`src/rtl/noc_input_route_ctrl.sv`:
```
// noc_input_route_ctrl
// Input-port controller for a binary-tree NoC router. Each packet arriving on
// the valid/ready input is steered to one of two single-entry output slots,
// chosen by the destination field ANDed with MASK. A slot can accept a new
// packet in the same cycle it drains, which sustains one packet per cycle.
// A stalled slot blocks the input only while the head packet targets it.

module noc_input_route_ctrl #(
    parameter int unsigned             WIDTH_packet = 14,
    parameter int unsigned             ADDR_W       = 3,
    parameter logic [ADDR_W-1:0]       MASK         = 3'b001
) (
    input  logic                    clk,
    input  logic                    rst_n,

    input  logic                    in_valid,
    output logic                    in_ready,
    input  logic [WIDTH_packet-1:0] in_data,

    output logic                    out1_valid,
    input  logic                    out1_ready,
    output logic [WIDTH_packet-1:0] out1_data,

    output logic                    out2_valid,
    input  logic                    out2_ready,
    output logic [WIDTH_packet-1:0] out2_data
);

    // Destination field sits in the top ADDR_W bits of the packet.
    logic [ADDR_W-1:0]       w_dest;
    logic                    w_to_out2;
    logic                    w_slot1_free;
    logic                    w_slot2_free;
    logic                    w_accept;
    logic                    w_load1;
    logic                    w_load2;

    logic                    r_out1_valid;
    logic [WIDTH_packet-1:0] r_out1_data;
    logic                    r_out2_valid;
    logic [WIDTH_packet-1:0] r_out2_data;

    // Route decode, acceptance and per-slot load strobes.
    always_comb begin
        w_dest       = in_data[WIDTH_packet-1 -: ADDR_W];
        w_to_out2    = |(w_dest & MASK);
        // A slot can take a packet when empty or when it is draining this edge.
        w_slot1_free = !r_out1_valid || out1_ready;
        w_slot2_free = !r_out2_valid || out2_ready;
        // Ready follows the head packet's target only; held low during reset.
        in_ready     = rst_n && (w_to_out2 ? w_slot2_free : w_slot1_free);
        w_accept     = in_valid && in_ready;
        w_load1      = w_accept && !w_to_out2;
        w_load2      = w_accept &&  w_to_out2;
    end

    // Port-1 slot: load wins over drain so a same-edge reload keeps valid high.
    always_ff @(posedge clk or negedge rst_n) begin
        if (!rst_n) begin
            r_out1_valid <= 1'b0;
            r_out1_data  <= '0;
        end else if (w_load1) begin
            r_out1_valid <= 1'b1;
            r_out1_data  <= in_data;
        end else if (out1_ready) begin
            r_out1_valid <= 1'b0;
        end
    end

    // Port-2 slot: same behaviour as port 1, drained independently.
    always_ff @(posedge clk or negedge rst_n) begin
        if (!rst_n) begin
            r_out2_valid <= 1'b0;
            r_out2_data  <= '0;
        end else if (w_load2) begin
            r_out2_valid <= 1'b1;
            r_out2_data  <= in_data;
        end else if (out2_ready) begin
            r_out2_valid <= 1'b0;
        end
    end

    assign out1_valid = r_out1_valid;
    assign out1_data  = r_out1_data;
    assign out2_valid = r_out2_valid;
    assign out2_data  = r_out2_data;

endmodule

```
`config.mk`:
```
export PLATFORM = sky130hd
export DESIGN_NAME = noc_input_route_ctrl
export DESIGN_NICKNAME = d
export VERILOG_FILES = /design/src/rtl/noc_input_route_ctrl.sv
export SDC_FILE = /design/constraint.sdc
export NUM_CORES = 1
export LEC_CHECK = 0
export CELL_PAD_IN_SITES_DETAIL_PLACEMENT = 1
export CELL_PAD_IN_SITES_GLOBAL_PLACEMENT = 2
export CORE_ASPECT_RATIO = 1.75
export CORE_MARGIN = 10
export CORE_UTILIZATION = 30
export CTS_CLUSTER_SIZE = 12
export DETAILED_ROUTE_END_ITERATION = 8
export PLACE_DENSITY = 0.87
export SLEW_MARGIN = 20
export SYNTH_ARGS = -nofsm -noshare
export SYNTH_HDL_FRONTEND = slang
export SYNTH_SLANG_ARGS = --single-unit
```
`constraint.sdc`:
```
create_clock -name clk -period 2.5 [get_ports clk]
set_input_delay 0.5 -clock clk [delete_from_list [all_inputs] [get_ports clk]]
set_output_delay 0.5 -clock clk [all_outputs]
set_load 0.1 [all_outputs]
```
==> results of run 1 <==
[synthesized netlist by cell type]
cell type	count
dfrtp_1	30
mux2_2	17
mux2_4	9
nor2b_1	3
buf_6	2
nand2_1	2
nand2b_1	2
buf_12	1
mux2i_1	1
nand3_2	1
nor3b_4	1
o21ai_0	1
or2_2	1
[logic make-up after synthesis]
group                  Yosys count
AO/OA/AOI/OAI                    1
buffers and inverters            3
flip-flops                      30
multiplexers                    27
AND/OR/NAND/NOR                 10
[how the worst max path moves through the flow]
stage	slack [ns]	cells past startpoint	to	startpoint
final	0.43	4	in_ready	in_data[11]
after global routing	0.36	4	in_ready	in_data[11]
after CTS	0.42	4	in_ready	in_data[11]
after detailed placement	0.39	5	out1_data[10]	rst_n
after global placement	0.44	5	out1_data[7]	rst_n
after floorplan	0.12	3	in_ready	out2_valid
[power by group]
part	leakage, nW	switching, mW	internal [mW]
sequential	0.357	0.0508	0.578
combinational	0.418	0.802	0.240
clock	0.0472	0.186	0.221
total	0.821	1.04	1.04
[metal layers]
| layer | track usage (%) | part of all wire (%) | vias to the layer above |
|---|---|---|---|
| li1 | - | - | 359 |
| met1 | 8.05 | 32 | 404 |
| met5 | 0 | 0 | - |
| met2 | 15.7 | 55 | 35 |
| met4 | 5.20 | 2.4 | 0 |
| met3 | 5.61 | 11 | 6 |
[state kept, by name (all words and copies together), names as in the netlist]
| name | count |
|---|---|
| out1_data | 14 |
| out1_valid | 1 |
| out2_data | 14 |
| out2_valid | 1 |
[cell type report]
| type | instances | area, sq um |
|---|---|---|
| fill | 434 | 2110 |
| sequential | 30 | 751 |
| timing repair buffer | 54 | 463 |
| multi-input combinational | 38 | 420 |
| clock buffer | 6 | 82.6 |
| tap | 48 | 60.1 |
| clock inverter | 2 | 12.5 |
[through the flow]
stage / utilization, % / instances / area, sq um
after floorplan: - / 71 / 1210
after detailed placement: 43.4 / 170 / 1690
after CTS: 45.8 / 178 / 1790
after global placement: 43.4 / 170 / 1690
after global routing: 45.8 / 178 / 1790
final: 45.8 / 178 / 1790
[placed cells by master, fill, tap and decap left out]
master and count:
clkinv_2 1, mux2_4 9, mux2i_1 1, nor3b_4 1
dfrtp_1 30, buf_4 35, mux2_2 17, clkinvlp_4 1
buf_12 1, or2_2 1, nor2b_2 2, nor2b_1 1
nand2_1 2, clkdlybuf4s50_1 18, nand2b_1 2, o21ai_0 1
clkbuf_8 6, nand3_2 1
==> reports/summary.txt, run 1 <==
status -> completed
CP max stage delay -> 0.59 ns
Buffers on Ports -> 49
GRT Resource Usage Total -> 9.35%
largest net degree at the start of global routing -> 31
CTS sink count -> 30
post-synth cell types -> 13
adder-cell area share of the yosys netlist -> 0%
Area contributors post-synth -> dfrtp_1 (62%), mux2_2 (16%), mux2_4 (11%)
Setup Crit Path Kind -> in -> out
crit-path cells -> clkdlybuf4s50_1 -> mux2i_1 -> nor2b_2 -> buf_12
Post-Syn Area -> 0.00121 sq mm
Synth warnings -> 0
register bit count reported by yosys -> 30
cells resized by post-CTS repair -> 0
layout cells sized above 1 -> 57.7%
initial core utilization -> 31.0%
# IOs -> 50
Compound-Gate Fraction of Synth Area -> 0.414%
startpoint types -> input pin
Synth Area in Simple Gates -> 6.11%
FP Rows -> 30
slowest CP cell -> clkdlybuf4s50_1
Tmin final -> 2.07 ns
Worst Path Buf+Inv -> 2
vias per cell -> 4.52
worst skew pair latency -> 0.28 ns
root buffer cell -> clkbuf_8
DP HPWL -> 2480 um
Reg2Reg Depth -> 4
# setup viols final -> 0
crit path max fanout -> 4
maximum VDD drop -> 0.606 mV
RSZ-0062 raised after global routing -> no
clock slew at reported path FFs -> 0.06 ns
Crit path required time -> 2.00 ns
Seq/Total Area, Yosys -> 62.1%
CTS tree -> done
Tightest Pin Transition -> 0.379 ns
hold path depth -> 1
final worst slack -> 0.426 ns
Core Area -> 0.00390 sq mm
pwr dens -> 1160 mW/mm^2
# hold bufs at CTS -> 0
Syn Inst Count -> 71
Reg2Reg Setup Slack -> 1.13 ns
Avg Synthesized Cell Area -> 17.0 sq um
Reg2Reg Capture Point -> out1_data[10]
Hold Path Sink -> out2_data[11]
main combinational cell family by area after synthesis -> multiplexers
Layout area overhead -> 48.0%
chip height -> 104 um
multiplexer area fraction after synthesis -> 27.8%
Hold Fails Final Rpt -> 0
H-tree depth -> 2
RD Place Congestion -> 0.662
vias in the first global route -> 977
Slew Limit Headroom -> 74.7%
crit path DAT -> 1.57 ns
TNS Setup -> 0 ns
Tcrit/Tclk final -> 82.9%
final net count -> 148
Post-CTS Setup Repair Bufs -> 0
CTS max path bufs -> 2
antenna-violating nets left -> 0
Post-Route WL -> 3110 um
CP endpoint kind -> primary output
Max-Cap Viols -> 0
f_max -> 0.482 GHz
Setup WS pre-CTS -> 0.387 ns
DRC -> 0
# diodes -> 0
Die X -> 68.0 um
post-synthesis xor/xnor area fraction -> 0%
overall die area -> 0.00707 sq mm
FF-to-FF Start -> out1_valid
initial antenna violation count -> 0
global route overflow -> 0
first-pass GRT wire length -> 4910 um
P_leak -> 0.821 nW
Syn Nets -> 90
Starting DRT DRC Count -> 7
total vias in the final route -> 804
Synth top area share -> 62.1%
max-slew violation count -> 0
worst hold slack -> 0.485 ns
DRT Pass-1 Iters -> 4
Yosys top cell by area -> dfrtp_1
Crit path max-delay family -> buffers and inverters
HP Class -> reg -> reg
HP Start -> out2_data[11]
total power -> 2.08 mW
DR WL/cell -> 17.5 um
Num CTS Buffers -> 5
clock skew -> 0.00462 ns
(Power assumes the default switching activity.)
==> run 2: changes to the inputs <==
CORE_UTILIZATION = 25   (was 30)
PLACE_DENSITY = 0.77   (was 0.87)
clock period = 1.7 ns   (was 2.5 ns; I/O delays follow)
==> run 2 against run 1 <==
  * Sequential share of layout area decreased by 8.5 points
  * Flip-flop and latch count unchanged
  * Critical path type is now reg -> out
  * Clock skew about the same
  * Utilization up 2.4 points
  * First-iteration DRC count increased by 100%
  * Register-to-register slack got worse by 0.99 ns
  * Non-clock buffer count grew 4
  * Combinational power rose by 83%
  * Power increased by 73%
  * Clock power grew 71%
==> reports/summary.txt, run 2 (same netlist as run 1, synthesis figures left out) <==
status -> completed
crit path max fanout -> 2
placed insts -> 176
total vias in the final route -> 808
Core Area -> 0.00471 sq mm
DRT Pass-1 Iters -> 3
P_leak -> 1.02 nW
layout cells sized above 1 -> 62.7%
FF-to-FF Start -> out2_valid
Reg2Reg Depth -> 5
Setup Crit Path Kind -> reg -> out
max-slew violation count -> 0
WL met3 -> 350 um
Reg2Reg Setup Slack -> 0.14 ns
largest net degree at the start of global routing -> 19
RD Place Congestion -> 0.656
pwr dens -> 1590 mW/mm^2
clock skew -> 0.00496 ns
HP Class -> in -> async
# diodes -> 0
Starting DRT DRC Count -> 14
CP Launch Point -> out2_valid
Die X -> 72.6 um
clock slew at reported path FFs -> 0.07 ns
most common cell after layout, fill and taps aside -> buf_12
worst hold slack -> 0.239 ns
Reg2Reg Capture Point -> out2_data[5]
# IOs -> 50
Max-Cap Viols -> 0
H-tree depth -> 2
Slew Limit Headroom -> 79.1%
global route overflow -> 0
Tightest Pin Transition -> 0.313 ns
wire length on met2 -> 1950 um
CTS max path bufs -> 2
initial antenna violation count -> 0
most frequent cells in the layout -> buf_12 (32), dfrtp_1 (28), mux2_2 (17), clkdlybuf4s50_1 (14), mux2_4 (9)
total power -> 3.60 mW
vias per cell -> 4.34
CTS tree -> done
DR WL/cell -> 18.7 um
# hold bufs at CTS -> 0
Num CTS Buffers -> 5
Critical Path End -> in_ready
GRT Resource Usage Total -> 9.03%
vias in the first global route -> 997
Non-Filler Instances -> 186
antenna-violating nets left -> 0
Layout area overhead -> 87.7%
Metal-1 WL -> 1160 um
final core occ -> 48.2%
worst skew pair latency -> 0.28 ns
DRC -> 0
initial core utilization -> 25.7%
f_max -> 0.613 GHz
maximum VDD drop -> 0.819 mV
DP HPWL -> 2770 um
RSZ-0062 raised after global routing -> no
slowest CP cell -> dfrtp_4
Tmin final -> 1.63 ns
Buffers on Ports -> 49
startpoint types -> flip-flop
CP max stage delay -> 0.51 ns
crit path DAT -> 1.29 ns
overall die area -> 0.00813 sq mm
first-pass GRT wire length -> 5600 um
top sig layer -> met4
final net count -> 152
chip height -> 112 um
Crit path required time -> 1.36 ns
FP Rows -> 33
Hold Fails Final Rpt -> 0
Tcrit/Tclk final -> 95.9%
CTS sink count -> 30
CP endpoint kind -> primary output
# setup viols final -> 0
root buffer cell -> clkbuf_8
crit-path cells -> nand2b_4 -> mux2i_4 -> nor2b_4 -> buf_12
Post-Route WL -> 3490 um
==> run 2: cell types whose count changed in the layout (fill, tap and decap cells not counted), sizes merged <==
cell / delta
buf: +4
bufinv: +1
clkbuf: -1
clkdlybuf4s50: -4
clkinv: +1
clkinvlp: -1
dlygate4sd2: +2
dlymetal6s2s: +2
==> run 2: cell type report <==
type	count	area, sq um
Clock buffer	5	68.8
Clock inverter	3	40.0
Fill cell	479	2440
Multi-Input combinational cell	38	453
Sequential cell	30	758
Tap cell	52	65.1
Timing Repair Buffer	58	883
==> run 2: where the power goes <==
part / switching, mW / internal [mW] / total [mW] / leakage, nW
registers: 0.157 / 0.852 / 1.01 / 0.354
clock network: 0.267 / 0.431 / 0.698 / 0.0579
logic: 1.19 / 0.710 / 1.90 / 0.607
==> run 2: repair_timing <==
action                     4_1_cts  5_1_grt
cloned                           0        0
resized for setup                4        2
setup buffers                    0        2
setup endpoints to repair        1        1
==> run 2: worst max-delay path, delay by kind of cell (launching register included) <==
kind / cells / cell delay, ns
buffers and inverters: 1 / 0.18
flip-flops: 1 / 0.51
multiplexers: 1 / 0.08
AND/OR/NAND/NOR: 2 / 0.24
==> run 2: per-layer routing <==
layer,global-route usage [%],vias up
met5,0,-
met4,3.82,0
met3,5.33,2
met1,8.18,400
li1,-,368
met2,15.6,38
==> run 2: through the flow <==
step / setup TNS, ns / setup WS [ns] / area [sq um]
floorplan: 0 / 0.0214 / 1240
global placement: -4.54 / -0.211 / 2130
detailed placement: -5.52 / -0.231 / 2130
CTS: 0 / 0.00498 / 2250
global route: 0 / 0.0182 / 2270
finish: 0 / 0.0699 / 2270
==> run 2: worst min path at each step <==
| stage | endpoint | depth (start not counted) | start |
|---|---|---|---|
| after floorplan | out1_data[0] | 0 | rst_n |
| after global placement | out2_data[11] | 1 | out2_data[11] |
| after detailed placement | out2_data[11] | 1 | out2_data[11] |
| after CTS | out1_data[1] | 2 | rst_n |
| after global routing | out1_data[1] | 2 | rst_n |
| final | out1_data[1] | 2 | rst_n |
